==> config.mk <==
export PLATFORM = sky130hd
export DESIGN_NAME = pwm_fade_ctrl_flat
export DESIGN_NICKNAME = d
export VERILOG_FILES = /design/src/rtl/pwm_pkg.sv /design/src/rtl/pwm_fade_ctrl_if.sv /design/src/rtl/pwm_tick_gen.sv /design/src/rtl/pwm_fade_ctrl.sv /design/src/flat_wrapper.sv
export SDC_FILE = /design/constraint.sdc
export NUM_CORES = 1
export LEC_CHECK = 0
export CAP_MARGIN = 20
export CORE_ASPECT_RATIO = 0.8
export CORE_MARGIN = 2
export CORE_UTILIZATION = 55
export CTS_BUF_LIST = sky130_fd_sc_hd__clkbuf_2 sky130_fd_sc_hd__clkbuf_4 sky130_fd_sc_hd__clkbuf_8
export DETAILED_ROUTE_END_ITERATION = 8
export GPL_ROUTABILITY_DRIVEN = 0
export PLACE_DENSITY = 0.76
export RECOVER_POWER = 100
export SLEW_MARGIN = 20
export SYNTH_ARGS = -nofsm -noshare
export SYNTH_HDL_FRONTEND = slang
export SYNTH_SLANG_ARGS = --single-unit
==> constraint.sdc <==
create_clock -name clk -period 5.6 [get_ports clk]
set_input_delay 0.56 -clock clk [delete_from_list [all_inputs] [get_ports clk]]
set_output_delay 0.56 -clock clk [all_outputs]
set_load 0.1 [all_outputs]
==> src/rtl/pwm_pkg.sv <==
// Purpose: shared types and constants for the PWM fade sequencer slice.
// Latency: n/a (declarations only).
// Backpressure: n/a.
package pwm_pkg;

  typedef enum logic [2:0] {
    IDLE  = 3'd0,
    RAMP  = 3'd1,
    HOLD  = 3'd2,
    BR_UP = 3'd3,
    BR_DN = 3'd4
  } state_t;

  localparam logic MODE_RAMP    = 1'b0;
  localparam logic MODE_BREATHE = 1'b1;

endpackage

==> src/rtl/pwm_fade_ctrl_if.sv <==
// Purpose: load/ready handshake plus program payload (target, rate, mode).
// Latency: n/a (wires only).
// Backpressure: master holds load until sampled with ready high.
// Ports: master = register/control layer, slave = pwm_fade_ctrl.
interface pwm_fade_ctrl_if #(
  parameter int N = 8
);
  logic         load;
  logic         ready;
  logic [N-1:0] target;
  logic [N-1:0] rate;
  logic         mode;

  modport master (output load, target, rate, mode, input ready);
  modport slave  (input load, target, rate, mode, output ready);
endinterface

==> src/rtl/pwm_tick_gen.sv <==
// Purpose: prescaler producing the PWM step tick, plus the N-bit step counter.
// Latency: step registered, one pulse per prescale+1 enabled cycles.
// Backpressure: none; ena low freezes all counters and masks pulses.
// Ports: clk, rst (async active-low), ena, prescale in; step, period_end out.
module pwm_tick_gen #(
  parameter int PRESCALE_W = 16,
  parameter int N          = 8
) (
  input  logic                  clk,
  input  logic                  rst,
  input  logic                  ena,
  input  logic [PRESCALE_W-1:0] prescale,
  output logic                  step,
  output logic                  period_end
);

  logic [PRESCALE_W-1:0] pre_cnt;
  logic [N-1:0]          step_cnt;
  logic                  step_q;

  // Everything is held (not cleared) while ena is low, so a pending step
  // survives a disable window and timing resumes exactly where it stopped.
  always_ff @(posedge clk or negedge rst) begin
    if (!rst) begin
      pre_cnt  <= '0;
      step_cnt <= '0;
      step_q   <= 1'b0;
    end else if (ena) begin
      if (step_q) begin
        step_cnt <= step_cnt + 1'b1;
      end
      if (pre_cnt == prescale) begin
        step_q  <= 1'b1;
        pre_cnt <= '0;
      end else if (pre_cnt > prescale) begin
        // prescale shrank below the running count: wrap silently
        step_q  <= 1'b0;
        pre_cnt <= '0;
      end else begin
        step_q  <= 1'b0;
        pre_cnt <= pre_cnt + 1'b1;
      end
    end
  end

  assign step       = step_q & ena;
  assign period_end = step & (step_cnt == {N{1'b1}});

endmodule

==> src/rtl/pwm_fade_ctrl.sv <==
// Purpose: sequences pwm duty: ramp-to-target or triangle breathe, updated at period ends.
// Latency: duty/done registered, new duty visible the cycle after period_end.
// Backpressure: ready low while ramping; loads seen with ready low are dropped.
// Ports: clk, rst (async active-low), ena, prescale, cfg (slave: load/ready/target/rate/mode);
//        step, duty, period_end, done out.
module pwm_fade_ctrl
  import pwm_pkg::*;
#(
  parameter int N          = 8,
  parameter int PRESCALE_W = 16
) (
  input  logic                  clk,
  input  logic                  rst,
  input  logic                  ena,
  input  logic [PRESCALE_W-1:0] prescale,
  pwm_fade_ctrl_if.slave        cfg,
  output logic                  step,
  output logic [N-1:0]          duty,
  output logic                  period_end,
  output logic                  done
);

  state_t       state;
  logic [N-1:0] duty_q;
  logic [N-1:0] tgt_q;
  logic [N-1:0] rate_q;
  logic         mode_q;
  logic         done_q;
  logic         accept;

  logic [N-1:0] amt;
  logic [N:0]   d_x, t_x, r_x, a_x;
  logic [N-1:0] ramp_nx, up_nx, dn_nx;

  pwm_tick_gen #(
    .PRESCALE_W (PRESCALE_W),
    .N          (N)
  ) u_tick (
    .clk        (clk),
    .rst        (rst),
    .ena        (ena),
    .prescale   (prescale),
    .step       (step),
    .period_end (period_end)
  );

  assign cfg.ready = (state != RAMP);
  assign accept    = cfg.load & cfg.ready;

  // Breathe never stalls: a zero rate still moves by one per period.
  assign amt = (mode_q == MODE_BREATHE && rate_q == '0) ? {{(N-1){1'b0}}, 1'b1} : rate_q;

  // One extra bit of headroom so sums/differences saturate instead of wrapping.
  assign d_x = {1'b0, duty_q};
  assign t_x = {1'b0, tgt_q};
  assign r_x = {1'b0, rate_q};
  assign a_x = {1'b0, amt};

  always_comb begin
    ramp_nx = tgt_q;
    up_nx   = tgt_q;
    dn_nx   = '0;
    if (rate_q != '0) begin
      if (duty_q < tgt_q) begin
        if (d_x + r_x < t_x) ramp_nx = duty_q + rate_q;
      end else if (duty_q > tgt_q) begin
        if (d_x - t_x > r_x) ramp_nx = duty_q - rate_q;
      end
    end
    if (d_x + a_x < t_x) up_nx = duty_q + amt;
    if (d_x > a_x)       dn_nx = duty_q - amt;
  end

  // A load takes priority over a coincident period_end: no update that cycle.
  always_ff @(posedge clk or negedge rst) begin
    if (!rst) begin
      state  <= IDLE;
      duty_q <= '0;
      tgt_q  <= '0;
      rate_q <= '0;
      mode_q <= MODE_RAMP;
      done_q <= 1'b0;
    end else begin
      done_q <= 1'b0;
      if (accept) begin
        tgt_q  <= cfg.target;
        rate_q <= cfg.rate;
        mode_q <= cfg.mode;
        state  <= (cfg.mode == MODE_RAMP) ? RAMP : BR_UP;
      end else if (period_end) begin
        case (state)
          RAMP: begin
            duty_q <= ramp_nx;
            if (ramp_nx == tgt_q) begin
              state  <= HOLD;
              done_q <= 1'b1;
            end
          end
          BR_UP: begin
            duty_q <= up_nx;
            if (up_nx == tgt_q) state <= BR_DN;
          end
          BR_DN: begin
            duty_q <= dn_nx;
            if (dn_nx == '0) state <= BR_UP;
          end
          default: ;
        endcase
      end
    end
  end

  assign duty = duty_q;
  assign done = done_q & ena;

endmodule

==> src/flat_wrapper.sv <==
// flat-port wrapper written by rule: the top's interface ports become plain ports
module pwm_fade_ctrl_flat import pwm_pkg::*;
#(
  parameter int N          = 8,
  parameter int PRESCALE_W = 16
)
  (clk, rst, ena, prescale, step, duty, period_end, done, cfg_load, cfg_target, cfg_rate, cfg_mode, cfg_ready);
  pwm_fade_ctrl_if #(.N(N)) cfg_i ();
  input  logic clk;
  input  logic rst;
  input  logic ena;
  input  logic [PRESCALE_W-1:0] prescale;
  output logic step;
  output logic [N-1:0] duty;
  output logic period_end;
  output logic done;
  input wire logic [$bits(cfg_i.load)-1:0] cfg_load;
  input wire logic [$bits(cfg_i.target)-1:0] cfg_target;
  input wire logic [$bits(cfg_i.rate)-1:0] cfg_rate;
  input wire logic [$bits(cfg_i.mode)-1:0] cfg_mode;
  output wire logic [$bits(cfg_i.ready)-1:0] cfg_ready;
  assign cfg_i.load = cfg_load;
  assign cfg_i.target = cfg_target;
  assign cfg_i.rate = cfg_rate;
  assign cfg_i.mode = cfg_mode;
  assign cfg_ready = cfg_i.ready;
  pwm_fade_ctrl #(.N(N), .PRESCALE_W(PRESCALE_W)) u_core (.clk(clk), .rst(rst), .ena(ena), .prescale(prescale), .cfg(cfg_i), .step(step), .duty(duty), .period_end(period_end), .done(done));
endmodule
==> impl_metrics.tcl, run 1 <==
set metrics [dict create \
    outcome "complete, but fails checks" \
    failed_checks "max-capacitance violations, max-slew violations" \
    cp-endpoint "u_core.duty[7]" \
    post-route-period-util_pct 88.70 \
    rr_endpoint "u_core.duty[7]" \
    gr-usage-met3_pct 5.841 \
    rsz0062_at_grt "false" \
    ys_seq_area_share_pct 22.09 \
    ir_drop_mv 0.1546 \
    die_h_um 98.34 \
    ys_warn_count 0 \
    powerDensity_mw_per_mm2 284.4 \
    reg2reg_from "u_core.rate_q[7]" \
    grt.met2_usage_pct 41.47 \
    worst_slack_ps 633.0 \
    synth_area_sq_mm 0.006118 \
    maxCapViolCount 1 \
    layoutNonFillerInstCount 892 \
    start_util_pct 56.40 \
    insertion_delay_ps 330 \
    max-slew-margin-rel_pct -99.05 \
    grt_pass1_wl_um 26360 \
    ys_top_cells_by_area "dfrtp_1, ha_1, xnor2_1" \
    syn_area_per_cell_sq_um 8.521 \
    critical_path_arrival_ps 5190 \
    firstDrtPassIters 5 \
    holdWs_ps 475.7 \
    slew_viol_final 55 \
    finalPower_mw 1.919 \
    path_depth 20 \
    wl_per_cell_um 18.29 \
    postCtsSetupBuffers 0 \
    rrSetupSlack_ps 630 \
    numClockSinks 54 \
    worstMarginPinSlew_ps 2986 \
    grt_usage_pct 27.86 \
    clk_pin_slew_ps 110 \
    path_buf_inv 2 \
    die_area_sq_mm 0.01199 \
    top_usage_layer "met1" \
    fmax_ghz 0.2013 \
    netlist_instances 718 \
    setup_viol 0 \
    drt_iter0_drc 653 \
    r2r_cells 20 \
    nFillCells 940 \
    fin_worst_skew_ps 16.17 \
    htreeDepth 2 \
    leakage_nw 3.347 \
    cp_slowest_cell "dfrtp_1" \
    vias 5539 \
    drive_gt1_share_pct 6.283 \
    place_inst 884 \
    postLayoutCellArea_sq_mm 0.006745 \
    fin_setup_tns_ps 0 \
    crit_start "u_core.rate_q[7]" \
    ys_types 68 \
    ys_ff_latch 54 \
    synth-main-ff-cell "dfrtp_1" \
    rows 34 \
    end_kind "register" \
    synth_top_area_cell "dfrtp_1" \
    dp_hpwl_um 12940 \
    cts-root-buf "clkbuf_8" \
    crit_type "register to register" \
    antenna_cells 0 \
    viasPerCell 6.210 \
    cts_tree "done" \
    drtAntennaViolNets 0 \
    synth.top_cell.area_share_pct 22.09 \
    cts_buffers 5 \
    dpl_worst_slack_ps 832.0 \
    startpoint_type "register" \
    core_sq_mm 0.01085 \
    post-route-util_pct 62.18 \
    synth_edf_count 0 \
    ys_async_sr_fraction_pct 100.0 \
    antenna_found_initial 0 \
    hold_class "register to register" \
    finalCriticalPeriod_ps 4967 \
    finalHoldViolCount 0 \
    cts_hold_buf 0 \
    path_max_fanout 10 \
    num-nets-final 869 \
    slowest_delay_ps 540 \
    drc 0 \
    wl_um 16310 \
    cts_resized 0 \
    port_buffers 48 \
    clock_path_buffers 2 \
    hold_path_depth 1 \
    critPathTopFamily "compound AO/OA/AOI/OAI gates" \
    num_io_pins 49 \
    grt_max_degree 55 \
    grt_pass1_vias 5160 \
    die_x_um 121.9 \
    grt_overflow 0 \
    required_ps 5820 \
    grtUsageMet1_pct 42.60 \
    synth_nets 840 \
    path_cells "nor4_1 > and2_0 > buf_4 > a21o_1 > ha_1 > fa_1 > nand2b_2 > a221o_1 > mux2_1 > a211oi_4 > ha_1 > a21o_1 > a211o_1 > nor3_1 > clkbuf_1 > mux2i_1 > nor2_1 > a21oi_1 > nand2_1 > o22a_1" \
    area_delta_synth_final_pct 10.25 \
    post_dp_cell_area_sq_mm 0.006683 \
]
[cell families (layout without fill, tap and decap cells)]
group	after synthesis	after routing	share of synthesized area, %
AND/OR/NAND/NOR	201	201	17.08
AO/OA/AOI/OAI	196	196	23.19
buffers and inverters	98	128	6.339
adder cells (fa/ha/maj)	85	85	18.00
flip-flops	54	54	22.09
XOR/XNOR	50	50	7.280
multiplexers	34	34	6.033
[layer usage]
layer  vias to the layer above  share of wire, %
li1                       2641                 -
met3                        24                11
met1                      2601                47
met4                         0               1.1
met5                         -                 0
met2                       273                41
[Yosys cell counts (4+ instances only)]
cell type and instances:
o21ai_0 33, nor3_1 9, o211ai_1 11, o22ai_1 9, nor4_1 4, a211oi_1 10, or4_1 4, a22oi_1 5
a21o_1 30, o21bai_1 4, nand2_1 33, nand4_1 7, fa_1 5, nor2b_1 9, mux2i_1 14, a21oi_1 33
o22a_1 4, ha_1 80, nor2_1 54, inv_1 65, and3_1 16, mux2_2 19, dfrtp_1 54, xor2_1 14
buf_2 10, nand3_1 23, and2_1 4, o221ai_1 5, nand2b_1 11, nor3b_1 14, o21a_1 7, a31oi_1 7
clkbuf_1 22, xnor2_1 35
[cells in the final DEF, fill, tap and decap left out, drive strengths merged, types with 6 or more instances in the layout]
cell	synthesis	routed
nand3	23	23
nand2	33	33
a2111oi	6	6
clkbuf	22	10
clkdlybuf4s50	0	34
nand4	7	7
dlygate4sd3	0	13
a31oi	8	8
mux2i	14	14
a21oi	33	33
xor2	14	14
nor3b	14	14
nor2	54	54
ha	80	80
and3	16	16
nor2b	9	9
o22ai	9	9
o21a	7	7
xnor2	36	36
nand2b	12	12
dfrtp	54	54
o211ai	11	11
a21o	30	30
nor3	9	9
mux2	20	20
inv	65	65
o21ai	36	36
a211oi	12	12
[area by class of cell]
type | count | area (sq um) | share of cell area [%]
clock inverters | 3 | 21.27 | 0.3153
clock buffers | 5 | 68.82 | 1.020
flip-flops and latches | 54 | 1351 | 20.03
repair buffers | 55 | 509.2 | 7.550
well taps | 144 | 180.2 | 2.671
inverters | 65 | 244.0 | 3.617
multi-input cells | 566 | 4370 | 64.79
[worst min-delay path by stage]
stage	from	end	slack, ps
5_1_grt	u_core.u_tick.step_cnt[6]	u_core.u_tick.step_cnt[6]	500
6_report	u_core.u_tick.step_cnt[6]	u_core.u_tick.step_cnt[6]	480
3_5_place_dp	u_core.u_tick.step_cnt[7]	u_core.u_tick.step_cnt[7]	460
4_1_cts	rst	u_core.u_tick.pre_cnt[15]	380
2_1_floorplan	rst	u_core.done_q	260
3_3_place_gp	u_core.u_tick.step_cnt[6]	u_core.u_tick.step_cnt[6]	450
[power breakdown]
part	internal, mW	switching, mW	total, mW	leakage [nW]
logic	0.504	0.660	1.16	2.59
registers	0.440	0.0839	0.524	0.713
clock network	0.0884	0.142	0.230	0.0441
total	1.03	0.886	1.92	3.35
[registers in the layout, summed over array words and instances (netlist names)]
register,cells
u_core.u_tick.pre_cnt,16
u_core.duty,8
u_core.rate_q,8
u_core.tgt_q,8
u_core.u_tick.step_cnt,8
u_core.state,3
u_core.done_q,1
u_core.mode_q,1
u_core.u_tick.step_q,1
(Power assumes the default switching activity.)
==> run 2, diff against run 1 <==
--- a/config.mk
+++ b/config.mk
@@ -17,4 +17,5 @@
 export SLEW_MARGIN = 20
 export SYNTH_ARGS = -nofsm -noshare
 export SYNTH_HDL_FRONTEND = slang
+export SYNTH_HIERARCHICAL = 1
 export SYNTH_SLANG_ARGS = --single-unit
==> impl_metrics.tcl, run 2 <==
set metrics [dict create \
    place_inst 889 \
    ys_warn_count 6 \
    drc 0 \
    antenna_found_initial 0 \
    gr-usage-met3_pct 7.350 \
    post-route-period-util_pct 90.38 \
    cts_buffers 5 \
    cp-endpoint "u_core/state[0]" \
    finalHoldViolCount 0 \
    vias 5657 \
    antenna_cells 0 \
    cts_tree "done" \
    ir_drop_mv 0.1882 \
    viasPerCell 6.307 \
    drt_iter0_drc 669 \
    drtAntennaViolNets 0 \
    synth_mux_area_share_pct 5.715 \
    slew_viol_final 70 \
    cts_resized 0 \
    clock_path_buffers 2 \
    startpoint_type "register" \
    grt_max_degree 55 \
    finalPower_mw 2.278 \
    worstMarginPinSlew_ps 2961 \
    firstDrtPassIters 5 \
    rr_endpoint "u_core/state[0]" \
    rsz0062_at_grt "false" \
    maxCapViolCount 2 \
    top_usage_layer "met2" \
    rows 34 \
    reg2reg_from "u_core/rate_q[1]" \
    r2r_cells 18 \
    grtUsageMet1_pct 42.43 \
    crit_start "u_core/rate_q[1]" \
    ys_ff_latch 54 \
    port_buffers 48 \
    path_buf_inv 1 \
    dpl_worst_slack_ps 804.7 \
    path_max_fanout 9 \
    wl_um 17090 \
    hold_path_depth 1 \
    synth_top_area_cell "dfrtp_1" \
    postLayoutCellArea_sq_mm 0.006769 \
    layoutNonFillerInstCount 897 \
    failed_checks "max-capacitance violations, max-slew violations" \
    powerDensity_mw_per_mm2 336.5 \
    syn_area_per_cell_sq_um 8.478 \
    num-nets-final 875 \
    outcome "complete, but fails checks" \
    setup_viol 0 \
    netlist_instances 723 \
    synth-main-ff-cell "dfrtp_1" \
    postCtsSetupBuffers 0 \
    num_io_pins 49 \
    ys_seq_area_share_pct 22.05 \
    fin_worst_skew_ps 8.722 \
    max-slew-margin-rel_pct -97.40 \
    die_area_sq_mm 0.01201 \
    numClockSinks 54 \
    holdWs_ps 486.8 \
    dp_hpwl_um 13580 \
    synth.most_common_cell "ha_1" \
    synth_nets 846 \
    path_depth 18 \
    grt.met2_usage_pct 44.65 \
    fmax_ghz 0.1976 \
    finalCriticalPeriod_ps 5061 \
    synth.top_cell.area_share_pct 22.05 \
    wl_per_cell_um 19.05 \
    htreeDepth 2 \
    cp_slowest_cell "nor4_4" \
    start_util_pct 56.51 \
    synthAdderAreaFrac_pct 18.17 \
    nFillCells 953 \
    synth_area_sq_mm 0.006130 \
    end_kind "register" \
    cts_hold_buf 0 \
    grt_usage_pct 29.52 \
    required_ps 5860 \
    synth_xor_area_share_pct 6.430 \
    top_register "u_core/u_tick/pre_cnt" \
    synth-compound-area-share_pct 22.15 \
    grt_pass1_wl_um 27920 \
    drive_gt1_share_pct 7.835 \
    critPathTopFamily "simple AND/OR/NAND/NOR gates" \
    leakage_nw 3.048 \
    die_h_um 98.43 \
    synthTopCellsByCount "ha_1, inv_1, dfrtp_1" \
    synth_edf_count 0 \
    yosys.area_share.simple_pct 18.76 \
    rrSetupSlack_ps 540 \
    final_common_cell "ha_1" \
    grt_overflow 0 \
    post_dp_cell_area_sq_mm 0.006676 \
    worst_slack_ps 538.8 \
    cts-root-buf "clkbuf_8" \
    critical_path_arrival_ps 5320 \
    path_cells "nor4_1 > and2_0 > a21o_1 > ha_1 > inv_1 > fa_1 > nor2_1 > o31ai_1 > xnor2_1 > ha_1 > and3_1 > a21oi_1 > o21ai_0 > o31a_1 > nor4_4 > o311ai_0 > a31o_1 > a21oi_1" \
    die_x_um 122.0 \
    slowest_delay_ps 600 \
    core_sq_mm 0.01085 \
    mostFrequentLayoutCells "ha_1, inv_1, dfrtp_1" \
    largest_reg_flops 16 \
    fin_setup_tns_ps 0 \
    grt_pass1_vias 5463 \
    hold_class "register to register" \
    ys_async_sr_fraction_pct 100.0 \
    clk_pin_slew_ps 110 \
    insertion_delay_ps 330 \
    synth_top_family_by_area "compound AO/OA/AOI/OAI gates" \
    ys_top_cells_by_area "dfrtp_1, ha_1, inv_1" \
    ys_types 82 \
    post-route-util_pct 62.40 \
    area_delta_synth_final_pct 10.43 \
    crit_type "register to register" \
]
run 2: changes by cell type after synthesis, sizes merged, moves of 7 or more:
cell,change
nor3b,-11
a21oi,+17
nor2,-8
and3,-12
nand4,+13
o22ai,+7
inv,+10
a21o,-24
a41oi,+12
nand2,+11
run 2: area by class of cell:
| class | instances | area, sq um | area share, % |
|---|---|---|---|
| repair buffers | 51 | 490.5 | 7.246 |
| multi-input cells | 565 | 4349 | 64.25 |
| flip-flops and latches | 54 | 1351 | 19.96 |
| inverters | 75 | 281.5 | 4.159 |
| clock buffers | 5 | 68.82 | 1.017 |
| clock inverters | 3 | 47.55 | 0.7024 |
| well taps | 144 | 180.2 | 2.662 |
run 2: worst register-to-register path: stages, from the launching register on:
cell and delay, ps:
dfrtp_1 470, nor4_1 420, and2_0 280, a21o_1 190, ha_1 160, inv_1 50, fa_1 390, nor2_1 210
o31ai_1 110, xnor2_1 260, ha_1 300, and3_1 180, a21oi_1 120, o21ai_0 110, o31a_1 280, nor4_4 600
o311ai_0 430, a31o_1 310, a21oi_1 140
run 2: logic make-up after synthesis:
group	count (synthesis)
mux	32
simple gates	208
buf+inv	104
compound gates	194
flops	54
fa+ha+maj	86
xor+xnor	45
run 2: worst min path at each step:
stage | from | to | slack [ps]
floorplan | rst | u_core/done_q | 260
global placement | u_core/u_tick/step_cnt[6] | u_core/u_tick/step_cnt[6] | 460
detailed placement | u_core/u_tick/step_cnt[6] | u_core/u_tick/step_cnt[6] | 470
CTS | rst | u_core/tgt_q[7] | 380
global route | u_core/u_tick/step_cnt[6] | u_core/u_tick/step_cnt[6] | 510
finish | u_core/u_tick/step_cnt[6] | u_core/u_tick/step_cnt[6] | 490
run 2: power by group:
part / internal (mW) / total [mW] / switching (mW) / leakage, nW
registers: 0.457 / 0.586 / 0.128 / 0.691
clock network: 0.136 / 0.282 / 0.146 / 0.0587
logic: 0.601 / 1.41 / 0.809 / 2.30
total: 1.19 / 2.28 / 1.08 / 3.05
run 2: routing by layer:
layer	routed length (um)	vias up
met5	0	-
li1	-	2682
met3	1650	24
met2	7407	260
met4	313	0
met1	7716	2691
